<file path="src/rtl/tlb_pkg.sv">
// Shared types and constants for the page-table walker: state encoding, PTE layout, walk geometry.
// Pure declarations, no logic.
package tlb_pkg;

   localparam int TLB_SADDR  = 64;
   localparam int TLB_SPAGE  = 12;
   localparam int TLB_SPCID  = 12;
   localparam int TLB_LEVELS = 4;
   localparam int TLB_SIDX   = 9;

   localparam int PTE_V       = 0;
   localparam int PTE_L       = 1;
   localparam int PTE_PPN_LSB = TLB_SPAGE;
   localparam int PTE_BYTES   = 8;
   localparam int PTE_SHIFT   = $clog2(PTE_BYTES);

   typedef enum logic [2:0] {
      S_IDLE,
      S_REQ,
      S_WAIT,
      S_DONE,
      S_FAULT,
      S_DRAIN
   } walk_state_t;

   typedef enum logic [1:0] {
      PTE_DESCEND,
      PTE_LEAF,
      PTE_BAD
   } pte_class_t;

endpackage

</file>
<file path="src/rtl/tlb_walker_if.sv">
// PTE read port between the walker (master) and memory (slave): valid/ready request, unthrottled response.
// One outstanding request at a time; the request address is held while valid is up and ready is low.
interface tlb_walker_if #(
   parameter int SADDR = 64
) ();
   logic             mem_req_valid;
   logic             mem_req_ready;
   logic [SADDR-1:0] mem_req_addr;
   logic             mem_resp_valid;
   logic [63:0]      mem_resp_data;

   modport master (
      output mem_req_valid,
      output mem_req_addr,
      input  mem_req_ready,
      input  mem_resp_valid,
      input  mem_resp_data
   );

   modport slave (
      input  mem_req_valid,
      input  mem_req_addr,
      output mem_req_ready,
      output mem_resp_valid,
      output mem_resp_data
   );
endinterface

</file>
<file path="src/rtl/tlb_pte_decode.sv">
// Combinational PTE decode: V/L/PPN extraction and classification into descend / leaf / fault.
// TLB_WALKER_SUPERPAGE_EN: a leaf above level 0 is a superpage leaf instead of a fault.
module tlb_pte_decode
   import tlb_pkg::*;
#(
   parameter int SADDR = TLB_SADDR,
   parameter int SPAGE = TLB_SPAGE
) (
   input  logic [63:0]            pte,
   input  logic                   lvl_zero,
   output logic [SADDR-SPAGE-1:0] ppn,
   output pte_class_t             cls
);
   logic v;
   logic l;
   logic unused_bits;

   assign v           = pte[PTE_V];
   assign l           = pte[PTE_L];
   assign ppn         = pte[SADDR-1:SPAGE];
   assign unused_bits = ^pte[SPAGE-1:PTE_L+1];

   always_comb begin
      cls = PTE_BAD;
      if (v) begin
         if (!l) begin
            // A pointer at the last level has nowhere left to go.
            cls = lvl_zero ? PTE_BAD : PTE_DESCEND;
         end else if (lvl_zero) begin
            cls = PTE_LEAF;
         end else begin
`ifdef TLB_WALKER_SUPERPAGE_EN
            cls = PTE_LEAF;
`else
            cls = PTE_BAD;
`endif
         end
      end
   end
endmodule

</file>
<file path="src/rtl/tlb_walker.sv">
// Radix page-table walker on the TLB miss path; one PTE read per level, insert/fault pulse 1 cycle after last response.
// Request stalls hold address stable; shutdown aborts (draining an in-flight response); superpages via TLB_WALKER_SUPERPAGE_EN.
module tlb_walker
   import tlb_pkg::*;
#(
   parameter int SADDR  = TLB_SADDR,
   parameter int SPAGE  = TLB_SPAGE,
   parameter int SPCID  = TLB_SPCID,
   parameter int LEVELS = TLB_LEVELS,
   parameter int SIDX   = TLB_SIDX
) (
   input  logic             clk,
   input  logic             rst_n,
   input  logic             miss,
   input  logic [SADDR-1:0] va,
   input  logic [SPCID-1:0] pcid,
   input  logic [SADDR-1:0] ptbr,
   input  logic             shutdown,
   tlb_walker_if.master     mem,
   output logic             insert,
   output logic [SADDR-1:0] pa,
   output logic [SPCID-1:0] pcid_out,
   output logic             fault,
   output logic             busy
);
   localparam int LVLW  = (LEVELS > 1) ? $clog2(LEVELS) : 1;
   localparam int SBASE = SADDR - SPAGE;

   walk_state_t      state_q, state_d;
   logic [LVLW-1:0]  lvl_q, lvl_d;
   logic [SBASE-1:0] base_q, base_d;
   logic [SADDR-1:0] va_q, va_d;
   logic [SPCID-1:0] pcid_q, pcid_d;
   logic [SADDR-1:0] req_addr_d;
   logic [SADDR-1:0] pa_d;
   logic [SPCID-1:0] pcid_out_d;
   logic [SBASE-1:0] ppn;
   pte_class_t       cls;
   logic             unused_ptbr;

   assign unused_ptbr = ^ptbr[SPAGE-1:0];

   function automatic logic [SADDR-1:0] pte_addr(input logic [SBASE-1:0] base,
                                                 input logic [SADDR-1:0] vaddr,
                                                 input logic [LVLW-1:0]  l);
      logic [SADDR-1:0] shifted;
      shifted = vaddr >> (SPAGE + SIDX * int'(l));
      return {base, {SPAGE{1'b0}}} + (SADDR'(shifted[SIDX-1:0]) << PTE_SHIFT);
   endfunction

   // At level 0 the mask covers just the page offset, so one formula serves pages and superpages.
   function automatic logic [SADDR-1:0] leaf_pa(input logic [SBASE-1:0] frame,
                                                input logic [SADDR-1:0] vaddr,
                                                input logic [LVLW-1:0]  l);
      logic [SADDR-1:0] mask;
      mask = (SADDR'(1) << (SPAGE + SIDX * int'(l))) - SADDR'(1);
      return ({frame, {SPAGE{1'b0}}} & ~mask) | (vaddr & mask);
   endfunction

   tlb_pte_decode #(
      .SADDR (SADDR),
      .SPAGE (SPAGE)
   ) u_decode (
      .pte      (mem.mem_resp_data),
      .lvl_zero (lvl_q == '0),
      .ppn      (ppn),
      .cls      (cls)
   );

   always_comb begin
      state_d    = state_q;
      lvl_d      = lvl_q;
      base_d     = base_q;
      va_d       = va_q;
      pcid_d     = pcid_q;
      pa_d       = pa;
      pcid_out_d = pcid_out;
      req_addr_d = mem.mem_req_addr;

      case (state_q)
         S_IDLE: begin
            if (miss) begin
               va_d    = va;
               pcid_d  = pcid;
               base_d  = ptbr[SADDR-1:SPAGE];
               lvl_d   = LVLW'(LEVELS - 1);
               state_d = S_REQ;
            end
         end
         S_REQ: begin
            if (mem.mem_req_ready) begin
               state_d = shutdown ? S_DRAIN : S_WAIT;
            end else if (shutdown) begin
               state_d = S_IDLE;
            end
         end
         S_WAIT: begin
            if (shutdown) begin
               // A same-cycle response is already consumed, so no drain is needed.
               state_d = mem.mem_resp_valid ? S_IDLE : S_DRAIN;
            end else if (mem.mem_resp_valid) begin
               case (cls)
                  PTE_DESCEND: begin
                     lvl_d   = lvl_q - LVLW'(1);
                     base_d  = ppn;
                     state_d = S_REQ;
                  end
                  PTE_LEAF: begin
                     pa_d       = leaf_pa(ppn, va_q, lvl_q);
                     pcid_out_d = pcid_q;
                     state_d    = S_DONE;
                  end
                  default: begin
                     pa_d    = '0;
                     state_d = S_FAULT;
                  end
               endcase
            end
         end
         S_DONE:  state_d = S_IDLE;
         S_FAULT: state_d = S_IDLE;
         S_DRAIN: begin
            if (mem.mem_resp_valid) begin
               state_d = S_IDLE;
            end
         end
         default: state_d = S_IDLE;
      endcase

      if (state_d == S_REQ) begin
         req_addr_d = pte_addr(base_d, va_d, lvl_d);
      end
   end

   always_ff @(posedge clk) begin
      if (!rst_n) begin
         state_q           <= S_IDLE;
         lvl_q             <= '0;
         base_q            <= '0;
         va_q              <= '0;
         pcid_q            <= '0;
         mem.mem_req_valid <= 1'b0;
         mem.mem_req_addr  <= '0;
         insert            <= 1'b0;
         fault             <= 1'b0;
         pa                <= '0;
         pcid_out          <= '0;
         busy              <= 1'b0;
      end else begin
         state_q           <= state_d;
         lvl_q             <= lvl_d;
         base_q            <= base_d;
         va_q              <= va_d;
         pcid_q            <= pcid_d;
         mem.mem_req_valid <= (state_d == S_REQ);
         mem.mem_req_addr  <= req_addr_d;
         insert            <= (state_d == S_DONE);
         fault             <= (state_d == S_FAULT);
         pa                <= pa_d;
         pcid_out          <= pcid_out_d;
         busy              <= (state_d != S_IDLE);
      end
   end
endmodule

</file>
<file path="src/flat_wrapper.sv">
// flat-port wrapper written by rule: the top's interface ports become plain ports
module tlb_walker_flat import tlb_pkg::*;
#(
   parameter int SADDR  = TLB_SADDR,
   parameter int SPAGE  = TLB_SPAGE,
   parameter int SPCID  = TLB_SPCID,
   parameter int LEVELS = TLB_LEVELS,
   parameter int SIDX   = TLB_SIDX
)
  (clk, rst_n, miss, va, pcid, ptbr, shutdown, insert, pa, pcid_out, fault, busy, mem_mem_req_valid, mem_mem_req_addr, mem_mem_req_ready, mem_mem_resp_valid, mem_mem_resp_data);
  tlb_walker_if #(.SADDR(SADDR)) mem_i ();
  input  logic clk;
  input  logic rst_n;
  input  logic miss;
  input  logic [SADDR-1:0] va;
  input  logic [SPCID-1:0] pcid;
  input  logic [SADDR-1:0] ptbr;
  input  logic shutdown;
  output logic insert;
  output logic [SADDR-1:0] pa;
  output logic [SPCID-1:0] pcid_out;
  output logic fault;
  output logic busy;
  output wire logic [$bits(mem_i.mem_req_valid)-1:0] mem_mem_req_valid;
  output wire logic [$bits(mem_i.mem_req_addr)-1:0] mem_mem_req_addr;
  input wire logic [$bits(mem_i.mem_req_ready)-1:0] mem_mem_req_ready;
  input wire logic [$bits(mem_i.mem_resp_valid)-1:0] mem_mem_resp_valid;
  input wire logic [$bits(mem_i.mem_resp_data)-1:0] mem_mem_resp_data;
  assign mem_mem_req_valid = mem_i.mem_req_valid;
  assign mem_mem_req_addr = mem_i.mem_req_addr;
  assign mem_i.mem_req_ready = mem_mem_req_ready;
  assign mem_i.mem_resp_valid = mem_mem_resp_valid;
  assign mem_i.mem_resp_data = mem_mem_resp_data;
  tlb_walker #(.SADDR(SADDR), .SPAGE(SPAGE), .SPCID(SPCID), .LEVELS(LEVELS), .SIDX(SIDX)) u_core (.clk(clk), .rst_n(rst_n), .miss(miss), .va(va), .pcid(pcid), .ptbr(ptbr), .shutdown(shutdown), .mem(mem_i), .insert(insert), .pa(pa), .pcid_out(pcid_out), .fault(fault), .busy(busy));
endmodule
</file>
<file path="config.mk">
export PLATFORM = sky130hd
export DESIGN_NAME = tlb_walker_flat
export DESIGN_NICKNAME = d
export VERILOG_FILES = /design/src/rtl/tlb_pkg.sv /design/src/rtl/tlb_walker_if.sv /design/src/rtl/tlb_pte_decode.sv /design/src/rtl/tlb_walker.sv /design/src/flat_wrapper.sv
export SDC_FILE = /design/constraint.sdc
export NUM_CORES = 1
export LEC_CHECK = 0
export CORE_ASPECT_RATIO = 0.7
export CORE_MARGIN = 3
export CORE_UTILIZATION = 45
export DETAILED_ROUTE_END_ITERATION = 6
export PLACE_DENSITY_LB_ADDON = 0.15
export SYNTH_ARGS = -nofsm -noshare
export SYNTH_HDL_FRONTEND = slang
export SYNTH_SLANG_ARGS = --single-unit
</file>
<file path="constraint.sdc">
create_clock -name clk -period 3.9 [get_ports clk]
set_input_delay 0.78 -clock clk [delete_from_list [all_inputs] [get_ports clk]]
set_output_delay 0.78 -clock clk [all_outputs]
set_load 0.05 [all_outputs]
</file>
==> run_results.csv, run 1 <==
group,metric,value,unit
status,outcome,"finished clean",
detailed_routing,viasPerCell,5.474,
min_path,hold_path_class,"reg2reg",
pwr,powerDensity,467.8,mW/mm2
clock_tree,path_clk_slew,0.07,ns
critical_path,cp_common_cell,"ha_1",
floorplan,die_h,137.1,um
layout,finalNonFillerCells,1965,
clock_tree,postCtsHoldBufs,0,
critical_path,crit_slowest_cell,"or4bb_1",
floorplan,num_io_pins,354,
yosys,yosysSeqAreaShare,48.90,%
global_route,grt_start_max_net_pins,109,
critical_path,worstPathMaxFanout,34,
layout,drive_gt1_share,6.744,%
placement,dp.final_hpwl,26.71,mm
placement,placed_cells,1918,
critical_path,timing.setup.critical_path_class,"reg2reg",
clock_tree,cts.htree.levels,1,
detailed_routing,firstDrtPassIters,5,
sta,report.final.slew_viol_count,0,
sta,fmax,292.3,MHz
yosys,syn_area,0.01105,mm2
sta,fin_setup_tns,0,ns
global_route,overflow,0,
floorplan,rows,47,
placement,gp_congestion,0.9195,
yosys,synth_edf_count,0,
critical_path,crit_arrival,3.87,ns
yosys,syn_area_per_cell,8.176,um2
critical_path,crit_buf_inv,2,
yosys,synth_top_area_cell,"dfxtp_1",
clock_tree,cts_tree,"done",
yosys,synth_fa_ha_area_share,1.245,%
critical_path,critical_path.top_delay_family,"simple AND/OR/NAND/NOR gates",
critical_path,start_kind,"register",
clock_tree,cts_made_buffers,26,
critical_path,required,4.35,ns
sta,rsz0062_at_grt,"false",
critical_path,slowest_delay,0.61,ns
detailed_routing,wl,37.80,mm
global_route,grt_pass1_vias,10090,
detailed_routing,drtIter0Drc,679,
yosys,yosysWarnings,0,
yosys,synth_top_family_by_area,"simple AND/OR/NAND/NOR gates",
clock_tree,post-cts-setup-buffers,0,
clock_tree,root_buffer,"clkbuf_16",
job,maxCapViolations,0,
pwr,ir_drop,319.2,uV
clock_tree,clockBufferDepth,3,
sta,maxSlewHeadroom,41.36,%
detailed_routing,antenna_left,0,
floorplan,die-area,0.02651,mm2
sta,post-route-period-util,87.71,%
yosys,synthXorXnorAreaFrac,0.3169,%
pwr,p_leak,5.712,nW
detailed_routing,vias,10760,
floorplan,dieWidth,193.3,um
floorplan,start_util,46.30,%
layout,area_delta_synth_final,39.60,%
clock_tree,clkLatencyLatePin,0.53,ns
clock_tree,clock-sinks,270,
layout,fin_nets,1849,
sta,holdWs,0.4526,ns
clock_tree,cts-resized-gates,0,
yosys,synthSimpleGateAreaFrac,23.24,%
yosys,synthTopCellsByArea,"dfxtp_1 49%, a21oi_1 9.1%, nand2_1 8.5%, nor2_1 5.1%, mux2i_1 3.7%",
yosys,ys.flop_type,"dfxtp_1",
detailed_routing,drc_errors,0,
placement,io_buffers,324,
critical_path,crit_chain,"clkinv_1 > ha_1 > ha_1 > or4bb_1 > o21ai_4 > buf_4 > nor2_1 > or3_1 > a21oi_1",
sta,min_period,3.421,ns
yosys,synth_mux_area_share,5.139,%
yosys,async_flop_share,0,%
critical_path,endpoint_kind,"register",
sta,setup_violations,0,
yosys,synth-seq-cells,270,
yosys,synth_compound_area_share,16.48,%
global_route,grt_pass1_wl,56.95,mm
yosys,synth_top_cell_area_share,48.90,%
yosys,syn_inst,1352,
sta,fin_skew,0.008897,ns
sta,worstMarginPinSlew,0.8796,ns
sta,final-hold-violation-count,0,
detailed_routing,wire_per_inst,19.24,um
global_route,grt_antenna_before_repair,3,
floorplan,core-area,0.02388,mm2
global_route,groute.usage.overall,26.92,%
yosys,synth.distinct_cells,60,
==> cells by family after synthesis <==
kind of cell / Yosys count
AND/OR/NAND/NOR: 576
AO/OA/AOI/OAI: 323
flip-flops: 270
buffers and inverters: 111
multiplexers: 55
adder cells (fa/ha/maj): 11
XOR/XNOR: 4
other: 2
==> power breakdown <==
part           total [mW]  internal [mW]  switching (mW)
registers            3.05           2.95           0.105
clock network        2.62           1.54            1.08
logic                1.55          0.614           0.934
==> registers in the layout (all words and copies together) (netlist names), named ones only <==
register / flops
u_core.fault: 1
u_core.busy: 1
u_core.lvl_q: 2
u_core.pcid_q: 12
u_core.state_q: 3
u_core.mem.mem_req_addr: 61
u_core.va_q: 56
u_core.mem.mem_req_valid: 1
u_core.insert: 1
u_core.pa: 64
u_core.pcid_out: 12
u_core.base_q: 52
==> cell type report <==
class                           count  area [um2]
Sequential cell                   270        5405
Clock buffer                       35       745.7
Multi-Input combinational cell    973        5186
Antenna cell                        1       2.502
Tap cell                          318       397.9
Inverter                            4       22.52
Timing Repair Buffer              353        3536
Clock inverter                     11       136.4
Fill cell                        2095        8443
==> stage by stage <==
| stage | power, mW | utilization, % | instance area (um2) | worst slack (ns) |
|---|---|---|---|---|
| 6_report | 7.218 | 64.64 | 15430 | 0.4792 |
| 3_5_place_dp | 4.651 | 60.93 | 14550 | 0.3963 |
| 3_3_place_gp | 4.621 | 60.93 | 14550 | 0.4635 |
| 4_1_cts | 7.247 | 64.63 | 15430 | 0.5421 |
| 5_1_grt | 7.502 | 64.64 | 15430 | 0.3385 |
| 2_1_floorplan | 4.058 | - | 11060 | 0.8440 |
==> metal layers <==
layer	GRT usage (%)	up-vias	wire (um)
li1	-	5215	-
met1	35.99	5015	16270
met2	42.41	457	16600
met3	8.563	65	3890
met4	7.186	4	1012
met5	0	-	27
==> cell usage in the layout (no fill, tap or decap), types with 3 or more instances in the layout <==
cell             count
a21oi_1            202
a22oi_1             17
a31oi_1              6
and3_1               3
buf_12               6
buf_4               23
bufinv_16            3
clkbuf_1             4
clkbuf_16           27
clkbuf_8             4
clkdlybuf4s50_1    324
clkinv_2             6
conb_1               4
dfxtp_1            270
ha_1                11
mux2_2              14
mux2i_1             41
nand2_1            249
nand2b_1             5
nand3_1             15
nand3b_1             3
nand4_1              7
nor2_1             150
nor2_2              10
nor2b_1              4
nor3_1              54
o211ai_1             3
o21a_1               4
o21ai_0             19
o22ai_1             54
or2_2                3
or3_1               54
==> worst paths after layout <==
kind	start	end	slack, ns	cells past startpoint
worst min register to register	u_core.pcid_q[7]	u_core.pcid_q[7]	0.45	2
worst min-delay path	u_core.pcid_q[7]	u_core.pcid_q[7]	0.45	2
worst max register to register	u_core.lvl_q[0]	u_core.mem.mem_req_addr[23]	0.48	9
worst max-delay path	u_core.lvl_q[0]	u_core.mem.mem_req_addr[23]	0.48	9
==> worst register-to-register path: stages, from the launching register on <==
cell and delay [ns]:
dfxtp_1 0.33, clkinv_1 0.32, ha_1 0.42, ha_1 0.37, or4bb_1 0.61, o21ai_4 0.22
buf_4 0.43, nor2_1 0.12, or3_1 0.36, a21oi_1 0.15
==> synth_stat cells, types with 7 or more instances <==
master	count
dfxtp_1	270
nand2_1	250
a21oi_1	202
nor2_1	151
clkbuf_1	75
nor3_1	54
o22ai_1	54
or3_1	54
mux2i_1	41
o21ai_0	19
a22oi_1	17
buf_2	17
nand3_1	17
mux2_2	14
ha_1	11
nor2_2	10
nand4_1	7
Power figures use the tool's default switching activity.
==> run 2: changes to the inputs <==
--- a/config.mk
+++ b/config.mk
@@ -6,7 +6,6 @@
 export NUM_CORES = 1
 export LEC_CHECK = 0
 export CORE_ASPECT_RATIO = 0.7
-export CORE_MARGIN = 3
 export CORE_UTILIZATION = 45
 export DETAILED_ROUTE_END_ITERATION = 6
 export PLACE_DENSITY_LB_ADDON = 0.15
==> run_results.csv, run 2 (synthesized netlist as in run 1, its figures left out) <==
group,metric,value,unit
status,outcome,"finished clean",
layout,final_common_cell,"clkdlybuf4s50_1",
min_path,hold_path_class,"reg2reg",
layout,reg_top3,"u_core.pa (64), u_core.mem.mem_req_addr (61), u_core.va_q (56)",
pwr,ir_drop,365.3,uV
sta,setup_violations,0,
placement,gp_congestion,0.9253,
critical_path,required,4.32,ns
global_route,overflow,0,
placement,placed_cell_area,0.01451,mm2
floorplan,num_io_pins,354,
clock_tree,cts_made_buffers,27,
sta,report.final.slew_viol_count,0,
global_route,grt_start_max_net_pins,100,
global_route,grt_pass1_vias,9682,
global_route,grt_pass1_wl,55.19,mm
clock_tree,cts_tree,"done",
floorplan,core-area,0.02388,mm2
detailed_routing,antenna_left,0,
sta,fin_skew,0.01295,ns
sta,holdWs,0.4500,ns
floorplan,rows,47,
clock_tree,clockBufferDepth,3,
placement,dp.final_hpwl,25.63,mm
sta,min_period,3.469,ns
detailed_routing,drtIter0Drc,738,
critical_path,endpoint_kind,"register",
layout,stdcell_area,0.01541,mm2
floorplan,die_h,133.1,um
sta,worstMarginPinSlew,0.7467,ns
global_route,grt_busiest_layer,"met2",
job,maxCapViolations,0,
detailed_routing,viasPerCell,5.446,
critical_path,start_kind,"register",
sta,final-hold-violation-count,0,
clock_tree,postCtsHoldBufs,0,
sta,post-route-period-util,88.96,%
global_route,met3_usage,6.849,%
sta,maxSlewHeadroom,50.21,%
critical_path,worstPathMaxFanout,16,
placement,io_buffers,324,
layout,area_delta_synth_final,39.42,%
layout,drive_gt1_share,6.695,%
global_route,met2_usage,43.81,%
floorplan,dieWidth,189.3,um
sta,fmax,288.2,MHz
global_route,grtUsageMet1,38.58,%
critical_path,crit_arrival,3.89,ns
floorplan,die-area,0.02521,mm2
global_route,groute.usage.overall,27.97,%
global_route,grt_antenna_before_repair,0,
critical_path,timing.setup.critical_path_class,"reg2reg",
detailed_routing,drc_errors,0,
sta,fin_ws,0.4307,ns
clock_tree,clkLatencyLatePin,0.53,ns
detailed_routing,wire_per_inst,18.60,um
detailed_routing,firstDrtPassIters,6,
pwr,powerDensity,471.1,mW/mm2
clock_tree,post-cts-setup-buffers,0,
layout,largest-register,"u_core.pa",
clock_tree,cts.htree.levels,1,
clock_tree,path_clk_slew,0.07,ns
floorplan,start_util,46.30,%
detailed_routing,wl,36.48,mm
layout,fin_nets,1850,
clock_tree,clock-sinks,270,
clock_tree,cts-resized-gates,0,
sta,fin_setup_tns,0,ns
layout,final_cell_mix,"324 x clkdlybuf4s50_1, 270 x dfxtp_1, 249 x nand2_1, 202 x a21oi_1, 150 x nor2_1",
clock_tree,root_buffer,"clkbuf_16",
detailed_routing,vias,10680,
pwr,p_leak,5.705,nW
layout,largest_reg_flops,64,
layout,n_antenna_cell,0,
sta,rsz0062_at_grt,"false",
placement,dp_slack,0.3518,ns
## run 2: cell count changes in the layout (fill, tap and decap cells not counted)
| cell | change |
|---|---|
| buf_12 | -3 |
| buf_4 | +3 |
| clkbuf_1 | -2 |
| clkbuf_8 | +4 |
| clkinv_2 | -4 |
| clkinvlp_4 | -1 |
| diode_2 | -1 |
## run 2: path summary, 6_finish.rpt
kind                                              endpoint        startpoint  cells after the start  slack [ns]
worst min-delay path                    u_core.pcid_out[8]  u_core.pcid_q[8]                      2        0.45
worst max-delay path            u_core.mem.mem_req_addr[9]   u_core.lvl_q[0]                      9        0.43
worst max register to register  u_core.mem.mem_req_addr[9]   u_core.lvl_q[0]                      9        0.43
worst min register to register          u_core.pcid_out[8]  u_core.pcid_q[8]                      2        0.45
## run 2: final cells by class
type,count,area [um2]
fillers,2097,8463
flip-flops and latches,270,5405
multi-input cells,973,5186
repair buffers,353,3498
clock buffers,37,793.3
well taps,318,397.9
clock inverters,6,108.9
inverters,4,22.52
## run 2: layer usage
layer,up-vias,share of wire (%)
met5,-,0
met4,0,2.2
met3,51,10
met2,438,44
met1,4965,43
li1,5225,-
## run 2: through the flow
step / power (mW) / utilization [%] / cells
finish: 7.260 / 64.55 / 1961
CTS: 7.311 / 64.55 / 1961
detailed placement: 4.639 / 60.77 / 1918
global route: 7.559 / 64.55 / 1961
floorplan: 4.058 / - / 1354
global placement: 4.610 / 60.77 / 1918
## run 2: worst max-delay path, cell delays in order (launching register included)
cell and delay [ns]:
dfxtp_1 0.33, clkinv_1 0.30, ha_1 0.41, ha_1 0.38
nand3b_1 0.34, a21oi_1 0.12, o21ai_0 0.46, and3_1 0.61
o21ai_0 0.18, o21ba_2 0.22
## run 2: where the power goes
group	leakage [nW]	switching (mW)	internal (mW)	total, mW
registers	2.21	0.107	2.95	3.06
clock network	0.447	1.07	1.60	2.67
logic	3.05	0.924	0.609	1.53
total	5.71	2.10	5.16	7.26
==> run 3: changes to the inputs <==
--- a/config.mk
+++ b/config.mk
@@ -8,6 +8,7 @@
 export CORE_ASPECT_RATIO = 0.7
 export CORE_UTILIZATION = 45
 export DETAILED_ROUTE_END_ITERATION = 6
+export MAX_ROUTING_LAYER = met4
 export PLACE_DENSITY_LB_ADDON = 0.15
 export SYNTH_ARGS = -nofsm -noshare
 export SYNTH_HDL_FRONTEND = slang
==> run_results.csv, run 3 (synthesized netlist as in run 1, its figures left out) <==
group,metric,value,unit
critical_path,slowest_delay,0.60,ns
global_route,groute.usage.overall,28.86,%
layout,largest_reg_flops,64,
floorplan,die_h,133.1,um
layout,reg_top3,"u_core.pa (64), u_core.mem.mem_req_addr (61), u_core.va_q (56)",
clock_tree,cts_made_buffers,27,
min_path,min_to,"u_core.pcid_out[8]",
critical_path,required,4.32,ns
floorplan,core-area,0.02388,mm2
sta,final-hold-violation-count,0,
floorplan,rows,47,
detailed_routing,antenna_left,0,
global_route,grt_start_max_net_pins,100,
pwr,netSwitchingFraction,28.95,%
layout,largest-register,"u_core.pa",
clock_tree,path_clk_slew,0.06,ns
detailed_routing,drc_errors,0,
sta,fin_ws,0.4299,ns
clock_tree,post-cts-setup-buffers,0,
global_route,grt_antenna_before_repair,0,
clock_tree,cts.htree.levels,1,
clock_tree,clkLatencyLatePin,0.53,ns
layout,fin_nets,1850,
global_route,grt_pass1_wl,55.12,mm
critical_path,timing.setup.critical_path_class,"reg2reg",
sta,fmax,288.2,MHz
clock_tree,clock-sinks,270,
layout,finalNonFillerCells,1961,
critical_path,r2r-end,"u_core.mem.mem_req_addr[9]",
placement,gp_congestion,0.9416,
global_route,grt_pass1_vias,9698,
sta,setup_violations,0,
sta,rsz0062_at_grt,"false",
pwr,p_int,5.160,mW
clock_tree,postCtsHoldBufs,0,
min_path,hp-start,"u_core.pcid_q[8]",
pwr,pwr-share-clk,36.8,%
layout,final_common_cell,"clkdlybuf4s50_1",
detailed_routing,wl,36.50,mm
placement,dp_slack,0.3518,ns
placement,placed_cells,1918,
pwr,comb_power_share,21.1,%
clock_tree,cts_tree,"done",
critical_path,crit_chain,"clkinv_1 > ha_1 > ha_1 > nand3b_1 > a21oi_1 > o21ai_0 > and3_1 > o21ai_0 > o21ba_2",
critical_path,reg2reg_depth,9,
critical_path,crit_slowest_cell,"and3_1",
sta,min_period,3.470,ns
critical_path,start_kind,"register",
min_path,worstHoldPathCells,2,
floorplan,dieWidth,189.3,um
detailed_routing,firstDrtPassIters,5,
sta,worstMarginPinSlew,0.7363,ns
sta,maxSlewHeadroom,50.91,%
layout,area_delta_synth_final,39.42,%
floorplan,start_util,46.30,%
detailed_routing,drtIter0Drc,715,
sta,post-route-period-util,88.98,%
detailed_routing,wire_per_inst,18.61,um
layout,final_cell_mix,"324 x clkdlybuf4s50_1, 270 x dfxtp_1, 249 x nand2_1, 202 x a21oi_1, 150 x nor2_1",
clock_tree,root_buffer,"clkbuf_16",
pwr,ir_drop,365.3,uV
placement,dp.final_hpwl,25.63,mm
layout,stdcell_area,0.01541,mm2
critical_path,crit_arrival,3.89,ns
floorplan,num_io_pins,354,
layout,final_core_util,64.55,%
pwr,pwr-share-seq,42.1,%
floorplan,die-area,0.02521,mm2
layout,n_antenna_cell,0,
placement,placed_cell_area,0.01451,mm2
job,maxCapViolations,0,
layout,drive_gt1_share,6.695,%
critical_path,endpoint_kind,"register",
pwr,powerDensity,471.2,mW/mm2
critical_path,worstPathMaxFanout,16,
min_path,hold_path_class,"reg2reg",
status,outcome,"finished clean",
sta,fin_setup_tns,0,ns
detailed_routing,viasPerCell,5.431,
sta,report.final.slew_viol_count,0,
sta,fin_skew,0.01297,ns
pwr,p_sw,2.102,mW
critical_path,r2r-start,"u_core.lvl_q[0]",
pwr,p_leak,5.705,nW
detailed_routing,vias,10650,
clock_tree,cts-resized-gates,0,
placement,io_buffers,324,
clock_tree,clockBufferDepth,3,
global_route,overflow,0,
critical_path,reg2reg_slack,0.43,ns
[run 3: cell counts in the layout (fill, tap and decap cells not counted)]
No cell type changed its count.
[run 3: worst max path at each step]
stage / from / to / slack [ns] / cells past startpoint
after global placement: mem_mem_resp_data[1] / u_core.mem.mem_req_addr[16] / 0.37 / 9
final: u_core.lvl_q[0] / u_core.mem.mem_req_addr[9] / 0.43 / 9
after detailed placement: mem_mem_resp_data[1] / u_core.mem.mem_req_addr[16] / 0.35 / 9
after global routing: u_core.lvl_q[0] / u_core.mem.mem_req_addr[16] / 0.26 / 10
after floorplan: u_core.lvl_q[0] / u_core.mem.mem_req_addr[7] / 0.84 / 9
after CTS: u_core.lvl_q[0] / u_core.mem.mem_req_addr[16] / 0.52 / 10
[run 3: area by class of cell]
cell class | count | area, um2
clock inverter | 6 | 108.9
timing repair buffer | 353 | 3498
clock buffer | 37 | 793.3
tap | 318 | 397.9
multi-input combinational | 973 | 5186
inverter | 4 | 22.52
fill | 2097 | 8463
sequential | 270 | 5405
[run 3: power groups by stage]
| stage | Sequential [mW] | Combinational (mW) | Clock (mW) |
|---|---|---|---|
| 4_1_cts | 3.05 | 1.53 | 2.73 |
| 6_report | 3.06 | 1.53 | 2.67 |
| 3_3_place_gp | 3.11 | 1.50 | 0 |
| 5_1_grt | 3.07 | 1.65 | 2.84 |
| 2_1_floorplan | 3.34 | 0.718 | 0 |
| 3_5_place_dp | 3.12 | 1.52 | 0 |
[run 3: metal layers]
| metal | track usage (%) | vias up | routed length [um] | part of all wire, % |
|---|---|---|---|---|
| li1 | - | 5226 | - | - |
| met1 | 38.77 | 4972 | 16160 | 44 |
| met2 | 43.77 | 399 | 16160 | 44 |
| met3 | 6.718 | 53 | 3389 | 9.3 |
| met4 | 7.034 | 0 | 796 | 2.2 |
| met5 | - | - | 0 | 0 |
[run 3: worst max-delay path, delay by kind of cell (launching register included)]
kind / cells / cell delay (ns)
AOI/OAI and AO/OA: 4 / 0.97
and+or+nand+nor: 2 / 0.94
adders and majority gates: 2 / 0.80
DFF: 1 / 0.33
buffers and inverters: 1 / 0.31
[run 3: stage by stage]
stage               power, mW  hold WS (ns)
finish                  7.262        0.4489
global route            7.561        0.4598
CTS                     7.311        0.4526
detailed placement      4.639        0.4435
global placement        4.610        0.4365
floorplan               4.058        0.4316
